`src/rtl/bitstream_sched.sv`:
```
// bitstream_sched: picks which bitstream producer (SPI flash controller or SPI
// receiver) feeds the configuration engine. It issues cold-boot and warmboot
// start pulses to the flash controller and queues one warmboot request
// (last wins) while a load is in flight. A watchdog aborts a flash load that
// stops delivering words and raises a sticky error.
// Optional feature macro: BITSTREAM_SCHED_STATS_EN enables the saturating
// completed-load counter on boot_count_o; without it boot_count_o is 0.
module bitstream_sched #(
    parameter int TIMEOUT_CYCLES = 65536,
    parameter int SLOT_W         = 4
) (
    input  logic              clk,
    input  logic              rst_n,
    input  logic              mode_i,
    input  logic              boot_req_i,
    input  logic [SLOT_W-1:0] boot_slot_i,
    output logic              flash_start_o,
    output logic [SLOT_W-1:0] flash_slot_o,
    input  logic              flash_busy_i,
    input  logic [31:0]       flash_data_i,
    input  logic              flash_valid_i,
    input  logic [31:0]       rx_data_i,
    input  logic              rx_valid_i,
    input  logic              cfg_busy_i,
    output logic [31:0]       cfg_data_o,
    output logic              cfg_valid_o,
    output logic              busy_o,
    output logic              error_o,
    output logic [7:0]        boot_count_o
);

    localparam int              WD_W    = $clog2(TIMEOUT_CYCLES + 1);
    localparam logic [WD_W-1:0] WD_LAST = WD_W'(TIMEOUT_CYCLES - 1);

    typedef enum logic [2:0] {
        IDLE,
        START,
        LOAD,
        DRAIN,
        RX
    } state_t;

    state_t            state;
    state_t            state_nxt;
    logic              boot_req_q;
    logic              req_edge;
    logic              pending;
    logic              pending_clr;
    logic [SLOT_W-1:0] pending_slot;
    logic              start_go;
    logic              seen_busy;
    logic [WD_W-1:0]   watchdog;
    logic              wd_expire;
    logic              timeout;
    logic              take_flash;
    logic              take_rx;

    assign req_edge   = boot_req_i & ~boot_req_q;
    assign wd_expire  = (watchdog == WD_LAST) & ~flash_valid_i;
    assign take_flash = (state == LOAD) & flash_valid_i;
    assign take_rx    = (state == RX) & rx_valid_i;

    assign flash_start_o = (state == START);
    assign busy_o        = (state == START) | (state == LOAD) | (state == DRAIN);

    // Next-state decode; mode_i is only honoured from IDLE and RX so a flash load
    // always runs to completion or timeout once started.
    always_comb begin
        state_nxt   = state;
        pending_clr = 1'b0;
        start_go    = 1'b0;
        timeout     = 1'b0;
        case (state)
            IDLE: begin
                if (mode_i) begin
                    state_nxt   = RX;
                    pending_clr = 1'b1;
                end else if (pending && !cfg_busy_i) begin
                    state_nxt   = START;
                    pending_clr = 1'b1;
                    start_go    = 1'b1;
                end
            end
            START: begin
                state_nxt = LOAD;
            end
            LOAD: begin
                if (seen_busy && !flash_busy_i) begin
                    state_nxt = DRAIN;
                end else if (wd_expire) begin
                    state_nxt = IDLE;
                    timeout   = 1'b1;
                end
            end
            DRAIN: begin
                if (!cfg_busy_i) begin
                    state_nxt = IDLE;
                end
            end
            RX: begin
                // Requests arriving while the receiver owns the stream are dropped.
                pending_clr = 1'b1;
                if (!mode_i && !cfg_busy_i) begin
                    state_nxt = IDLE;
                end
            end
            default: begin
                state_nxt = IDLE;
            end
        endcase
    end

    // State register.
    always_ff @(posedge clk or negedge rst_n) begin
        if (!rst_n) begin
            state <= IDLE;
        end else begin
            state <= state_nxt;
        end
    end

    // Request capture; a fresh edge beats a same-cycle clear. Reset leaves a
    // cold-boot request for slot 0 pending.
    always_ff @(posedge clk or negedge rst_n) begin
        if (!rst_n) begin
            boot_req_q   <= 1'b0;
            pending      <= 1'b1;
            pending_slot <= '0;
        end else begin
            boot_req_q <= boot_req_i;
            if (req_edge) begin
                pending      <= 1'b1;
                pending_slot <= boot_slot_i;
            end else if (pending_clr) begin
                pending <= 1'b0;
            end
        end
    end

    // Slot handed to the flash controller, latched as START is entered.
    always_ff @(posedge clk or negedge rst_n) begin
        if (!rst_n) begin
            flash_slot_o <= '0;
        end else if (start_go) begin
            flash_slot_o <= pending_slot;
        end
    end

    // Load tracking: busy-seen flag and wordless-cycle watchdog, armed in START.
    always_ff @(posedge clk or negedge rst_n) begin
        if (!rst_n) begin
            seen_busy <= 1'b0;
            watchdog  <= '0;
        end else if (state == START) begin
            seen_busy <= 1'b0;
            watchdog  <= '0;
        end else if (state == LOAD) begin
            if (flash_busy_i) begin
                seen_busy <= 1'b1;
            end
            if (flash_valid_i) begin
                watchdog <= '0;
            end else begin
                watchdog <= watchdog + WD_W'(1);
            end
        end
    end

    // Sticky watchdog error, cleared only by reset.
    always_ff @(posedge clk or negedge rst_n) begin
        if (!rst_n) begin
            error_o <= 1'b0;
        end else if (timeout) begin
            error_o <= 1'b1;
        end
    end

    // Output word register: one-cycle latency, data holds between strobes.
    always_ff @(posedge clk or negedge rst_n) begin
        if (!rst_n) begin
            cfg_valid_o <= 1'b0;
            cfg_data_o  <= '0;
        end else begin
            cfg_valid_o <= take_flash | take_rx;
            if (take_flash) begin
                cfg_data_o <= flash_data_i;
            end else if (take_rx) begin
                cfg_data_o <= rx_data_i;
            end
        end
    end

`ifdef BITSTREAM_SCHED_STATS_EN
    logic [7:0] boot_count;
    logic       load_done;

    assign load_done    = (state == DRAIN) & ~cfg_busy_i;
    assign boot_count_o = boot_count;

    // Completed flash loads, saturating at 255.
    always_ff @(posedge clk or negedge rst_n) begin
        if (!rst_n) begin
            boot_count <= 8'd0;
        end else if (load_done && boot_count != 8'hFF) begin
            boot_count <= boot_count + 8'd1;
        end
    end
`else
    assign boot_count_o = 8'd0;
`endif

endmodule
```
`config.mk`:
```
export PLATFORM = sky130hd
export DESIGN_NAME = bitstream_sched
export DESIGN_NICKNAME = d
export VERILOG_FILES = /design/src/rtl/bitstream_sched.sv
export SDC_FILE = /design/constraint.sdc
export NUM_CORES = 1
export LEC_CHECK = 0
export BUFFER_PORTS_ARGS = -buffer_cell sky130_fd_sc_hd__clkbuf_2
export CAP_MARGIN = 20
export CORE_ASPECT_RATIO = 0.6
export CORE_MARGIN = 4
export CORE_UTILIZATION = 49
export CTS_BUF_LIST = sky130_fd_sc_hd__clkbuf_16
export DETAILED_ROUTE_END_ITERATION = 8
export PLACE_DENSITY = 0.87
export SYNTH_ARGS = -nofsm -noshare
export SYNTH_HDL_FRONTEND = slang
export SYNTH_SLANG_ARGS = --single-unit
```
`constraint.sdc`:
```
create_clock -name clk -period 2.5 [get_ports clk]
set_input_delay 0.75 -clock clk [delete_from_list [all_inputs] [get_ports clk]]
set_output_delay 0.75 -clock clk [all_outputs]
set_load 0.01 [all_outputs]
```
==> results of run 1 <==
-- path summary, 6_finish.rpt --
kind                           from        endpoint  cells past startpoint
max                        state[2]   flash_start_o                      4
min                           rst_n         error_o                      1
min in group clk            error_o         error_o                      1
max in group asynchronous     rst_n  cfg_data_o[10]                      2
max reg2reg                state[0]    watchdog[11]                      4
min reg2reg                 error_o         error_o                      1
-- power breakdown --
| part | switching [mW] | leakage [nW] | internal (mW) |
|---|---|---|---|
| Clock | 0.456 | 0.171 | 0.983 |
| Sequential | 0.105 | 0.780 | 1.22 |
| Combinational | 0.270 | 0.959 | 0.238 |
| Total | 0.831 | 1.91 | 2.44 |
-- cells in the mapped netlist, types with 4 or more instances --
cell type,number
buf_1,4
dfrtp_1,64
clkbuf_1,5
o21ai_0,16
a31oi_1,10
nand3_1,4
nor2_1,42
buf_4,8
buf_6,4
buf_2,6
nand2b_1,5
nand2_1,14
nand4_1,4
mux2_2,8
a21oi_1,40
mux2i_1,32
inv_1,4
-- final cells by class --
class	count	area (sq um)
fillers	492	2040
flip-flops and latches	65	1630
multi-input cells	220	1380
repair buffers	122	653
clock buffers	9	225
clock inverters	7	125
well taps	84	105
inverters	4	15.0
-- logic make-up after synthesis --
kind of cell | synth area share
buffers and inverters | 0.0599
flip-flops | 0.516
AND/OR/NAND/NOR | 0.139
adder cells (fa/ha/maj) | 0.00794
other | 0.00119
XOR/XNOR | 0.00278
AO/OA/AOI/OAI | 0.142
multiplexers | 0.130
-- routing by layer --
| layer | track usage | part of all wire | wire [microns] | vias up |
|---|---|---|---|---|
| li1 | - | - | - | 1320 |
| met1 | 0.234 | 0.45 | 3120 | 1255 |
| met2 | 0.308 | 0.46 | 3230 | 101 |
| met3 | 0.0745 | 0.080 | 559 | 6 |
| met4 | 0.0459 | 0.0062 | 43 | 0 |
| met5 | 0 | 0 | 0 | - |
-- sequential cells by signal, indices dropped and copies added (netlist names) --
name and count:
pending_slot 4, flash_slot_o 4, cfg_data_o 32, watchdog 17
error_o 1, pending 1, cfg_valid_o 1, boot_req_q 1
state 3, seen_busy 1
-- stage by stage --
step	area [sq um]	setup slack (ps)	power (mW)	utilization
final	4130	437	3.27	0.670
after global routing	4130	319	3.46	0.670
after CTS	4130	416	3.32	0.670
after detailed placement	3780	220	1.86	0.613
after global placement	3780	280	1.83	0.613
after floorplan	3180	600	1.60	-
-- worst max-delay path: stages, from the launching register on --
cell,delay (ps)
dfrtp_1,370
buf_4,190
nand2b_1,170
nor2_1,120
clkbuf_2,140
==> impl_metrics.json, run 1 <==
{
  "cp.required_ps": 1750,
  "overflow": 0,
  "synth_top_area_cell": "dfrtp_1",
  "synth_ff_type": "dfrtp_1",
  "grt_pass1_wl_mm": 11.9,
  "syn_to_final_growth_pct": 31.0,
  "initialDrtViolationCount": 128,
  "rrSetupSlack_ps": 460,
  "crit_type": "flip-flop to output pin",
  "yosysSeqAreaShare": 0.516,
  "cp.arrival_ps": 1310,
  "fin_worst_skew_ps": 5.12,
  "track_usage": 0.188,
  "gp_congestion": 0.856,
  "ys_seq_elements": 65,
  "synth_cell_types": 41,
  "drt-pass1-iter-count": 6,
  "finalSetupTns_ps": 0,
  "p_leak_nw": 1.91,
  "wl_per_cell_microns": 13.6,
  "synth-edff-count": 0,
  "vias": 2682,
  "ant_nets": 0,
  "insertion_delay_ps": 320,
  "clock.fmax_mhz": 485,
  "worst-path-max-fanout": 14,
  "die_h_microns": 70.1,
  "status": "completed",
  "pin_count": 124,
  "synth_area_leaders": "dfrtp_1, mux2i_1, a21oi_1",
  "synthArstFlopShare": 1.00,
  "cts_hold_buf": 0,
  "port_buffers": 115,
  "power.density_mw_per_mm2": 793,
  "vdd_drop_max_mv": 0.634,
  "drc": 0,
  "layout_common_cells": "clkbuf_2, dfrtp_1, nor2_1",
  "synth_area_sq_mm": 0.00315,
  "worst_slew_pin_slew_ps": 574,
  "dieArea_sq_mm": 0.00782,
  "routed_wl_mm": 6.95,
  "dp_hpwl_mm": 5.30,
  "die_w_microns": 112,
  "final.min_clock_period_ps": 2060,
  "final_nets": 500,
  "root_buffer": "clkbuf_16",
  "cts_setup_buffers": 0,
  "worstSetupEndpointType": "output pin",
  "grt_pass1_vias": 2557,
  "vias_per_cell": 5.25,
  "min_period_over_period": 0.825,
  "grt_start_max_net_pins": 52,
  "numCtsBuffers": 9,
  "cap_violations": 0,
  "setup.worst_path.start_class": "flip-flop",
  "hold_path_class": "input pin to asynchronous set/reset pin",
  "finalHoldViolCount": 0,
  "path_clk_slew_ps": 50,
  "rows": 22,
  "cts-resized-gates": 0,
  "postSynthAreaPerCell_sq_um": 10.2,
  "cts_tree": "yes",
  "final_common_cell": "clkbuf_2",
  "timing.hold.ws_ps": 422,
  "placed_cells": 495,
  "numClockSinks": 65,
  "slew_headroom": 0.618,
  "ys_warn_count": 0,
  "yosysTopAreaCellShare": 0.508,
  "stdcell_count": 511,
  "antenna_found_initial": 0,
  "htreeDepth": 3,
  "coreArea_sq_mm": 0.00617,
  "rsz0062_at_grt": "false",
  "final-setup-viol-count": 0,
  "start_util": 0.511,
  "diodes": 0,
  "drive_gt1_frac": 0.354,
  "maxSlewViolCount": 0,
  "cts.path.max_buffers": 2,
  "postSynthCellCount": 310
}
Note: power is estimated with default switching activity, not from simulation.
==> inputs of run 2 (changes only) <==
Settings changed: CORE_UTILIZATION 49 to 44, PLACE_DENSITY 0.87 to 0.83.
Clock period 2.5 ns to 1.7 ns, I/O delays scaled along.
==> run 2 against run 1 <==
  * The run now ends with negative setup slack left
  * Global-route usage hardly changed
  * Flip-flop and latch count stayed put
  * Combinational power is 82% higher
  * Critical path depth stayed put
  * Sequential share of layout area shrank 4.5 points
  * Critical endpoint is now watchdog[15]
  * Largest cell class unchanged
==> impl_metrics.json, run 2 (synthesis results as in run 1) <==
{
  "status": "finished with violations",
  "violations": "negative setup slack",
  "dp_hpwl_mm": 5.60,
  "power.density_mw_per_mm2": 1030,
  "critPathBufInv": 0,
  "setup.worst_path.start_class": "flip-flop",
  "cp_cell_sequence": "and4_1 > nand4_1 > or4_1 > o211ai_1",
  "final_common_cell": "clkbuf_2",
  "overflow": 0,
  "worstSetupEndpointType": "flip-flop",
  "clock.fmax_mhz": 580,
  "timing.hold.ws_ps": 179,
  "syn_to_final_growth_pct": 47.8,
  "maxSlewViolCount": 0,
  "final-setup-viol-count": 2,
  "finalSetupTns_ps": -26.1,
  "vias_per_cell": 5.39,
  "ant_nets": 0,
  "routed_wl_mm": 9.41,
  "final_nets": 539,
  "wl_per_cell_microns": 17.0,
  "crit_slowest_cell": "or4_1",
  "rows": 23,
  "htreeDepth": 3,
  "drt-pass1-iter-count": 5,
  "final.min_clock_period_ps": 1720,
  "critPathTopFamily": "simple AND/OR/NAND/NOR gates",
  "post-place-ws_ps": -160,
  "power_mw": 4.78,
  "hold_path_class": "input pin to asynchronous set/reset pin",
  "die_w_microns": 117,
  "path_clk_slew_ps": 60,
  "drc": 0,
  "pin_count": 124,
  "numClockSinks": 65,
  "stdcell_count": 553,
  "setup_slack_ps": -24.4,
  "initialDrtViolationCount": 188,
  "diodes": 0,
  "grt_pass1_wl_mm": 12.4,
  "cts_tree": "yes",
  "start_util": 0.462,
  "top_regs": "cfg_data_o x32, watchdog x17",
  "gp_congestion": 0.853,
  "placed_cells": 513,
  "cap_violations": 0,
  "finalHoldViolCount": 0,
  "worst-path-max-fanout": 5,
  "die_h_microns": 73.6,
  "root_buffer": "clkbuf_16",
  "numCtsBuffers": 9,
  "vdd_drop_max_mv": 0.575,
  "drive_gt1_frac": 0.444,
  "insertion_delay_ps": 330,
  "dieArea_sq_mm": 0.00863,
  "vias": 2981,
  "top_register": "cfg_data_o",
  "antenna_found_initial": 0,
  "grt_start_max_net_pins": 66,
  "p_leak_nw": 2.19,
  "coreArea_sq_mm": 0.00682,
  "cts.path.max_buffers": 2,
  "cp.arrival_ps": 1960,
  "fin_worst_skew_ps": 6.86,
  "largest_reg_flops": 32,
  "cp.required_ps": 1940,
  "layout_common_cells": "clkbuf_2, dfrtp_1, nor2_1",
  "track_usage": 0.188,
  "min_period_over_period": 1.01,
  "critPathMaxStageDelay_ps": 540,
  "port_buffers": 115,
  "grt_pass1_vias": 2670,
  "rsz0062_at_grt": "true",
  "crit_type": "flip-flop to flip-flop"
}
[run 2: through the flow]
step | cell area, sq um | utilization
detailed placement | 3920 | 0.575
CTS | 4280 | 0.627
global route | 4660 | 0.683
global placement | 3920 | 0.575
finish | 4660 | 0.683
floorplan | 3200 | -
[run 2: final timing paths]
| path | startpoint | endpoint | slack [ps] | cells past startpoint |
|---|---|---|---|---|
| setup / recovery | watchdog[7] | watchdog[15] | -20 | 4 |
| hold / removal | rst_n | state[1] | 180 | 2 |
| setup reg to reg | watchdog[7] | watchdog[15] | -20 | 4 |
| hold reg to reg | error_o | error_o | 480 | 1 |
| max in group asynchronous | rst_n | pending | 1200 | 2 |
| min in group clk | boot_req_i | boot_req_q | 300 | 1 |
[run 2: layout make-up]
type	count	area [sq um]
clock buffer	9	225
clock inverter	7	86.3
fill	508	2160
inverter	4	15.0
multi-input combinational	220	1480
sequential	65	1630
tap	87	109
timing repair buffer	161	1120
[run 2: what timing repair did]
action | 4_1_cts | 5_1_grt
setup buffers | 2 | 14
pin swaps | 1 | 10
endpoints found under the setup margin | 5 | 44
endpoints found under the hold margin | 0 | 0
gates resized for setup | 7 | 23
cloned | 0 | 8
hold buffers | 0 | 0
[run 2: per-layer routing]
metal / global-route usage / wire length, microns / part of all wire
met1: 0.230 / 4000 / 0.42
met2: 0.311 / 4440 / 0.47
met5: 0 / 0 / 0
met3: 0.0510 / 845 / 0.090
met4: 0.0852 / 133 / 0.014
[run 2: power breakdown]
| part | total (mW) | switching, mW | internal, mW |
|---|---|---|---|
| logic | 0.925 | 0.475 | 0.450 |
| clock network | 1.91 | 0.642 | 1.27 |
| registers | 1.95 | 0.147 | 1.80 |
[run 2: worst register-to-register path, stage by stage (launching register included)]
cell,delay (ps)
dfrtp_1,420
and4_1,310
nand4_1,270
or4_1,540
o211ai_1,100
